--- config.mk ---
export PLATFORM = sky130hd
export DESIGN_NAME = nbit_sync_down_timer
export DESIGN_NICKNAME = d
export VERILOG_FILES = /design/src/rtl/nbit_sync_down_timer_pkg.sv /design/src/rtl/nbit_sync_down_timer_down_cnt_core.sv /design/src/rtl/nbit_sync_down_timer.sv
export SDC_FILE = /design/constraint.sdc
export NUM_CORES = 1
export LEC_CHECK = 0
export ABC_AREA = 1
export ABC_CLOCK_PERIOD_IN_PS = 1700
export BUFFER_PORTS_ARGS = -buffer_cell sky130_fd_sc_hd__buf_2
export CORE_MARGIN = 4
export CORE_UTILIZATION = 25
export DETAILED_ROUTE_END_ITERATION = 6
export GPL_ROUTABILITY_DRIVEN = 1
export GPL_TIMING_DRIVEN = 0
export PLACE_DENSITY = 0.48
export SYNTH_ARGS = -nofsm -noshare
export SYNTH_HDL_FRONTEND = slang
export SYNTH_SLANG_ARGS = --single-unit
--- constraint.sdc ---
create_clock -name Clk -period 1.7 [get_ports Clk]
set_clock_uncertainty 0.2 [all_clocks]
set_input_delay 0.255 -clock Clk [delete_from_list [all_inputs] [get_ports Clk]]
set_output_delay 0.255 -clock Clk [all_outputs]
set_load 0.05 [all_outputs]
--- src/rtl/nbit_sync_down_timer_pkg.sv ---
// rtl/nbit_sync_down_timer_pkg.sv - shared types and defaults for the down timer
package nbit_sync_down_timer_pkg;

  localparam int DEFAULT_WIDTH = 4;

  typedef enum logic {
    ST_IDLE = 1'b0,
    ST_RUN  = 1'b1
  } state_t;

endpackage

--- src/rtl/nbit_sync_down_timer_down_cnt_core.sv ---
// rtl/nbit_sync_down_timer_down_cnt_core.sv - count register with clear/load/reload/decrement
// Control priority is clr > load > reload > dec; a zero count is never decremented.
module nbit_sync_down_timer_down_cnt_core #(
  parameter int WIDTH = 4
) (
  input  logic             clk,
  input  logic             clr,
  input  logic             load,
  input  logic [WIDTH-1:0] load_val,
  input  logic             reload,
  input  logic [WIDTH-1:0] reload_val,
  input  logic             dec,
  output logic [WIDTH-1:0] count,
  output logic             is_one,
  output logic             is_zero
);

  always_ff @(posedge clk) begin
    if (clr) begin
      count <= '0;
    end else if (load) begin
      count <= load_val;
    end else if (reload) begin
      count <= reload_val;
    end else if (dec && (count != '0)) begin
      count <= count - WIDTH'(1);
    end
  end

  assign is_one  = (count == WIDTH'(1));
  assign is_zero = (count == '0);

endmodule

--- src/rtl/nbit_sync_down_timer.sv ---
// rtl/nbit_sync_down_timer.sv - loadable synchronous down timer with terminal-count pulse
// Holds the run/idle FSM, the reload register and the registered busy/tc flags.
module nbit_sync_down_timer
  import nbit_sync_down_timer_pkg::*;
#(
  parameter int WIDTH = DEFAULT_WIDTH
) (
  input  logic             Clk,
  input  logic             rst_n,
  input  logic             load,
  input  logic [WIDTH-1:0] load_val,
  input  logic             start,
  input  logic             stop,
  input  logic             en,
  input  logic             auto_reload,
  output logic [WIDTH-1:0] Count,
  output logic             busy,
  output logic             tc
);

  state_t           state;
  logic [WIDTH-1:0] reload_reg;
  logic             is_one;
  logic             is_zero;
  logic             run_step;
  logic             core_reload;
  logic             core_dec;

  // An enabled counting edge only happens when nothing of higher priority is asserted.
  always_comb begin
    run_step    = 1'b0;
    core_reload = 1'b0;
    core_dec    = 1'b0;
    if ((state == ST_RUN) && !load && !stop && en) begin
      run_step = 1'b1;
    end
    core_reload = run_step && is_one && auto_reload;
    core_dec    = run_step && !(is_one && auto_reload);
  end

  nbit_sync_down_timer_down_cnt_core #(
    .WIDTH(WIDTH)
  ) u_core (
    .clk       (Clk),
    .clr       (!rst_n),
    .load      (load),
    .load_val  (load_val),
    .reload    (core_reload),
    .reload_val(reload_reg),
    .dec       (core_dec),
    .count     (Count),
    .is_one    (is_one),
    .is_zero   (is_zero)
  );

  always_ff @(posedge Clk) begin
    if (!rst_n) begin
      state      <= ST_IDLE;
      reload_reg <= '0;
      busy       <= 1'b0;
      tc         <= 1'b0;
    end else if (load) begin
      state      <= ST_IDLE;
      reload_reg <= load_val;
      busy       <= 1'b0;
      tc         <= 1'b0;
    end else if (stop) begin
      state <= ST_IDLE;
      busy  <= 1'b0;
      tc    <= 1'b0;
    end else begin
      tc <= 1'b0;
      case (state)
        ST_IDLE: begin
          if (start) begin
            if (!is_zero) begin
              state <= ST_RUN;
              busy  <= 1'b1;
            end else begin
              tc <= 1'b1;
            end
          end
        end
        ST_RUN: begin
          if (en && is_one) begin
            tc <= 1'b1;
            if (!auto_reload) begin
              state <= ST_IDLE;
              busy  <= 1'b0;
            end
          end
        end
        default: begin
          state <= ST_IDLE;
          busy  <= 1'b0;
        end
      endcase
    end
  end

endmodule

==> results_dict.tcl, run 1 <==
set metrics [dict create \
    status "completed" \
    critPathArrivalTime_ps 1540 \
    place_area_um2 833.3 \
    final_area_um2 863.3 \
    dp_cells 148 \
    clkLatencyLatePin_ps 270 \
    finalNetCount 136 \
    yosysUniqueCellTypes 22 \
    r2r-start "u_core.count[1]$_SDFFE_PN0P_" \
    die-area_um2 3777 \
    core_um2 2734 \
    io_pins 17 \
    vias 663 \
    slowest_stage "dfxtp_4" \
    cts_tree "built" \
    reg2regPathDepth 10 \
    ctsResizeCount 1 \
    path_buf_inv 3 \
    htreeDepth 1 \
    worstHoldPathCells 3 \
    netlist_area_um2 714.4 \
    hold_violations 0 \
    critPathMostFrequentCell "inv_2" \
    fin_crit_sh_pct 92.55 \
    final_cell_count_no_fill 152 \
    min_path_type "input pin to register" \
    synth_seq_cells 11 \
    min-delay-start "load_val[0]" \
    cts_buffers 3 \
    drc 0 \
    hold_ws_ps 50.51 \
    start_util_pct 26.13 \
    clkTransAtPathRegs_ps 70 \
    max_freq_mhz 635.6 \
    diodes 0 \
    grt_pass1_vias 637 \
    cp-start-kind "register" \
    seq_area_frac_synth_pct 30.82 \
    maxCapViolations 0 \
    via_per_inst 4.362 \
    path_cells "inv_2 > ha_1 > nand2_1 > inv_2 > nand2_4 > inv_2 > nand2_2 > nand3_4 > o21ai_0 > nor2_1" \
    dp_hpwl_um 1257 \
    p_total_w 0.0006290 \
    path_class "register to register" \
    power_density_nw_per_um2 728.5 \
    syn2layout_area_growth_pct 20.84 \
    slew_violations 0 \
    post-cts-setup-buffers 0 \
    drt_iter0_markers 17 \
    grt_pass1_wl_um 2691 \
    ctsHoldBuffers 0 \
    path_max_fanout 7 \
    ys_warn_count 0 \
    min_period_ps 1573 \
    antenna_found_initial 0 \
    cp-end-kind "register" \
    die_w_um 61.46 \
    wl_per_cell_um 10.27 \
    relSlewSlack_pct 82.50 \
    cts_root_buf "clkbuf_4" \
    cts_buffer_depth 2 \
    setup-tns-final_ps 0 \
    crit_family "simple AND/OR/NAND/NOR gates" \
    drive_above_1_share_pct 29.75 \
    ant_nets 0 \
    grt_start_max_net_pins 9 \
    drtPass1Iterations 3 \
    routabilityCongestion 0.7818 \
    required_ps 1660 \
    path_depth 10 \
    leakagePower_nw 0.4081 \
    placementRows 19 \
    ir_worst_vdd_v 0.0004047 \
    die_height_um 61.46 \
    syn_inst 102 \
    grt-ovfl-total 0 \
    avgSynthCellArea_um2 7.004 \
    track_usage_pct 9.872 \
    worstMarginPinSlew_ps 262.2 \
    clock_sinks 11 \
    totalWireLength_um 1561 \
    final-setup-viol-count 0 \
    synth_nets 116 \
    rsz0062_at_grt "no" \
    timing.critical_path.from "u_core.count[1]$_SDFFE_PN0P_" \
    port_buffers 15 \
    slowest_delay_ps 360 \
]
==> layout by cell type, fill, tap and decap left out, types with 2 or more instances in the layout <==
cell type   n
nand4_1     2
buf_2      15
o21ai_0     3
o21ai_1     6
dfxtp_1     9
nand2_1    24
nand3_1     4
nor2_2      2
clkbuf_4    3
nand3_4     2
nor2_1     13
inv_2       4
a21oi_1     7
inv_1      10
o21bai_1    2
ha_1        3
==> metrics by stage <==
step                      utilization (%)  setup slack (ps)
final                               31.58             126.6
after global routing                31.58             4.347
after CTS                           31.44             5.728
after detailed placement            30.48             22.09
after global placement              30.48             30.15
after floorplan                         -             20.45
==> path summary, 6_finish.rpt <==
path	endpoint	slack [ps]
max reg2reg	u_core.count[0]$_SDFFE_PN0P_	130
min	reload_reg[0]$_SDFFE_PN0P_	50
max	u_core.count[0]$_SDFFE_PN0P_	130
min reg2reg	reload_reg[1]$_SDFFE_PN0P_	260
==> where the power goes <==
part | switching [W] | internal (W) | total [W]
registers | 0.0000136 | 0.000272 | 0.000286
logic | 0.000105 | 0.0000544 | 0.000160
clock network | 0.0000928 | 0.0000909 | 0.000184
==> synth_stat cells (all sizes together) <==
| cell | instances | area, um^2 |
|---|---|---|
| o21bai | 2 | 15.01 |
| clkinv | 2 | 7.510 |
| inv | 14 | 60.06 |
| buf | 1 | 11.26 |
| nand2 | 26 | 107.6 |
| o21ai | 10 | 50.05 |
| nand4 | 2 | 12.51 |
| dfxtp | 11 | 220.2 |
| nor2 | 17 | 92.59 |
| a21oi | 7 | 35.03 |
| ha | 3 | 37.54 |
| nand3 | 7 | 65.06 |
==> layout make-up <==
cell class                 count  area [um^2]
fill                         306         1871
timing repair buffer          15        75.07
tap                           31        38.79
inverter                      16        67.56
sequential                    11        225.2
clock buffer                   4        26.28
multi-input combinational     74        419.2
buffer                         1        11.26
==> cell families (layout without fill, tap and decap cells) <==
family	after synthesis	in the layout	synth area share, %
AND/OR/NAND/NOR	52	52	38.88
AO/OA/AOI/OAI	19	19	14.01
buffers and inverters	17	36	11.03
flip-flops	11	11	30.82
adder cells (fa/ha/maj)	3	3	5.255
==> metal layers <==
layer | GRT usage, % | wire length [um]
met5 | 0 | 0
met4 | 2.727 | 10
met3 | 3.983 | 114
met2 | 16.47 | 697
met1 | 11.74 | 739
==> worst reg2reg max path, stage by stage, from the launching register on <==
cell,delay [ps]
dfxtp_4,360
inv_2,50
ha_1,180
nand2_1,80
inv_2,50
nand2_4,80
inv_2,50
nand2_2,90
nand3_4,110
o21ai_0,160
nor2_1,60
No activity file was read; power rests on OpenSTA's default activity.
==> inputs of run 2 (changes only) <==
--- a/config.mk
+++ b/config.mk
@@ -5,7 +5,6 @@
 export SDC_FILE = /design/constraint.sdc
 export NUM_CORES = 1
 export LEC_CHECK = 0
-export ABC_AREA = 1
 export ABC_CLOCK_PERIOD_IN_PS = 1700
 export BUFFER_PORTS_ARGS = -buffer_cell sky130_fd_sc_hd__buf_2
 export CORE_MARGIN = 4
@@ -13,7 +12,7 @@
 export DETAILED_ROUTE_END_ITERATION = 6
 export GPL_ROUTABILITY_DRIVEN = 1
 export GPL_TIMING_DRIVEN = 0
-export PLACE_DENSITY = 0.48
+export PLACE_DENSITY = 0.49
 export SYNTH_ARGS = -nofsm -noshare
 export SYNTH_HDL_FRONTEND = slang
 export SYNTH_SLANG_ARGS = --single-unit
==> results_dict.tcl, run 2 <==
set metrics [dict create \
    status "finished, violations left" \
    violations "setup timing" \
    synth_seq_cells 11 \
    leakagePower_nw 0.3714 \
    required_ps 1660 \
    placementRows 18 \
    multi_input_area_um2 456.7 \
    maxCapViolations 0 \
    rsz0062_at_grt "yes" \
    avgSynthCellArea_um2 8.907 \
    drive_above_1_share_pct 42.00 \
    final_common_cell "buf_2" \
    seq_area_frac_synth_pct 32.53 \
    routabilityCongestion 0.7307 \
    cts_tree "built" \
    ctsHoldBuffers 0 \
    cts_root_buf "clkbuf_4" \
    cts_buffers 3 \
    clockPowerShare_pct 28.8 \
    slowest_stage "dfxtp_4" \
    clock_sinks 11 \
    cts_buffer_depth 2 \
    wl_per_cell_um 13.24 \
    synth_top_area_share_pct 32.53 \
    crit_family "compound AO/OA/AOI/OAI gates" \
    ys_async_sr_fraction_pct 0 \
    htreeDepth 1 \
    die_height_um 60.04 \
    swShare_pct 31.97 \
    syn2layout_area_growth_pct 31.79 \
    power_density_nw_per_um2 717.2 \
    io_pins 17 \
    ir_worst_vdd_v 0.0003399 \
    p_total_w 0.0006398 \
    clkLatencyLatePin_ps 270 \
    layout_common_cells "buf_2 (16), nand2_1 (8), dfxtp_1 (8), buf_4 (6), nor2b_1 (5)" \
    slowest_delay_ps 350 \
    cp-start-kind "register" \
    worstMarginPinSlew_ps 477.9 \
    yosys-top-cells-area "dfxtp_1 (33%), ha_1 (5.5%), nand2_1 (5.0%)" \
    min_period_ps 1722 \
    path_cells "inv_4 > ha_4 > nor3b_4 > a41oi_2 > a221oi_2 > a21oi_1" \
    regArea_um2 229.0 \
    synth_top_cells_by_count "dfxtp_1 (11), nand2_1 (9), nor2b_1 (5)" \
    slew_violations 0 \
    nFillCells 295 \
    min_path_type "input pin to register" \
    path_buf_inv 1 \
    dp_hpwl_um 1282 \
    track_usage_pct 10.70 \
    hold_ws_ps 39.85 \
    antenna_found_initial 0 \
    die-area_um2 3604 \
    totalWireLength_um 1721 \
    final-setup-viol-count 1 \
    grt_pass1_wl_um 2891 \
    worst_slack_ps -22.02 \
    synth_edf_count 0 \
    port_buffers 15 \
    clkTransAtPathRegs_ps 70 \
    die_w_um 60.04 \
    grt_start_max_net_pins 11 \
    path_max_fanout 5 \
    seqPwrFrac_pct 45.0 \
    ys_warn_count 0 \
    ant_nets 0 \
    internal_power_w 0.0004353 \
    syn_inst 76 \
    comb_power_share_pct 26.2 \
    path_class "register to register" \
    max_freq_mhz 580.7 \
    cp-end-kind "register" \
    synth.most_common_cell "dfxtp_1" \
    grt_pass1_vias 658 \
    ys.flop_type "dfxtp_1" \
    yosysUniqueCellTypes 36 \
    via_per_inst 5.085 \
    finalNetCount 115 \
    hold_violations 0 \
    drtPass1Iterations 4 \
    start_util_pct 26.84 \
    synth_nets 90 \
    drt_iter0_markers 11 \
    netlist_area_um2 676.9 \
    critPathArrivalTime_ps 1680 \
    p_switching_w 0.0002045 \
    core_um2 2522 \
    yosysTopAreaCell "dfxtp_1" \
    grt-ovfl-total 0 \
    relSlewSlack_pct 68.14 \
    diodes 0 \
    vias 661 \
    drc 0 \
    fin_crit_sh_pct 101.3 \
]
-- run 2: cell types whose count changed after synthesis, sizes merged, moves of 3 or more --
cell,change
nand2,-17
nor2b,+5
a21oi,-3
and4,+3
and2,+3
inv,-11
nand3,-4
nor2,-13
o21ai,-8
-- run 2: routing by layer --
layer / part of all wire (%) / up-vias / global-route usage (%)
li1: - / 329 / -
met1: 46 / 317 / 13.08
met2: 48 / 15 / 18.06
met3: 5.6 / 0 / 3.888
met4: 0 / 0 / 1.899
met5: 0 / - / 0
-- run 2: cell type report --
class	instances	area share (%)
Multi-Input combinational cell	59	51.19
Sequential cell	11	25.67
Timing Repair Buffer	20	12.62
Tap cell	30	4.208
Clock buffer	4	2.945
Buffer	3	1.823
Inverter	3	1.543
-- run 2: worst paths after layout --
kind,endpoint,startpoint,depth (start not counted),slack (ps)
min,u_core.count[1]$_SDFFE_PN0P_,load_val[1],3,40
max,u_core.count[1]$_SDFFE_PN0P_,u_core.count[1]$_SDFFE_PN0P_,6,-20
max reg2reg,u_core.count[1]$_SDFFE_PN0P_,u_core.count[1]$_SDFFE_PN0P_,6,-20
min reg2reg,reload_reg[1]$_SDFFE_PN0P_,reload_reg[1]$_SDFFE_PN0P_,2,280
-- run 2: metrics by stage --
| stage | setup TNS, ps | cells | util, % | setup slack, ps | cell area, um^2 |
|---|---|---|---|---|---|
| CTS | -55.09 | 129 | 35.07 | -55.09 | 884.6 |
| global placement | -428.7 | 121 | 31.65 | -150.1 | 798.3 |
| global route | -402.2 | 130 | 35.37 | -112.3 | 892.1 |
| floorplan | -78.50 | 76 | - | -31.01 | 685.7 |
| finish | -22.02 | 130 | 35.37 | -22.02 | 892.1 |
| detailed placement | -469.1 | 121 | 31.65 | -159.7 | 798.3 |
-- run 2: power by group through the flow --
stage / logic, W / registers, W / clock network [W]
after global routing: 0.000185 / 0.000291 / 0.000207
after CTS: 0.000163 / 0.000288 / 0.000197
after global placement: 0.000141 / 0.000293 / 0
final: 0.000168 / 0.000288 / 0.000184
after floorplan: 0.0000746 / 0.000319 / 0
after detailed placement: 0.000143 / 0.000293 / 0
-- run 2: cells by family after synthesis --
group,synth area share (%)
AO/OA/AOI/OAI,24.77
adder cells (fa/ha/maj),5.546
buffers and inverters,4.066
flip-flops,32.53
multiplexers,1.479
AND/OR/NAND/NOR,31.61
-- run 2: worst reg2reg max path: cells and delay by family (launching register included) --
family | cells | cell delay [ps]
compound gates | 3 | 600
fa+ha+maj | 1 | 110
flops | 1 | 350
simple gates | 1 | 280
buf+inv | 1 | 60
-- run 2: what timing repair did --
action	in CTS	in global routing
setup buffers	4	1
setup endpoints to repair	4	5
pin swaps	3	5
gates resized for setup	8	0
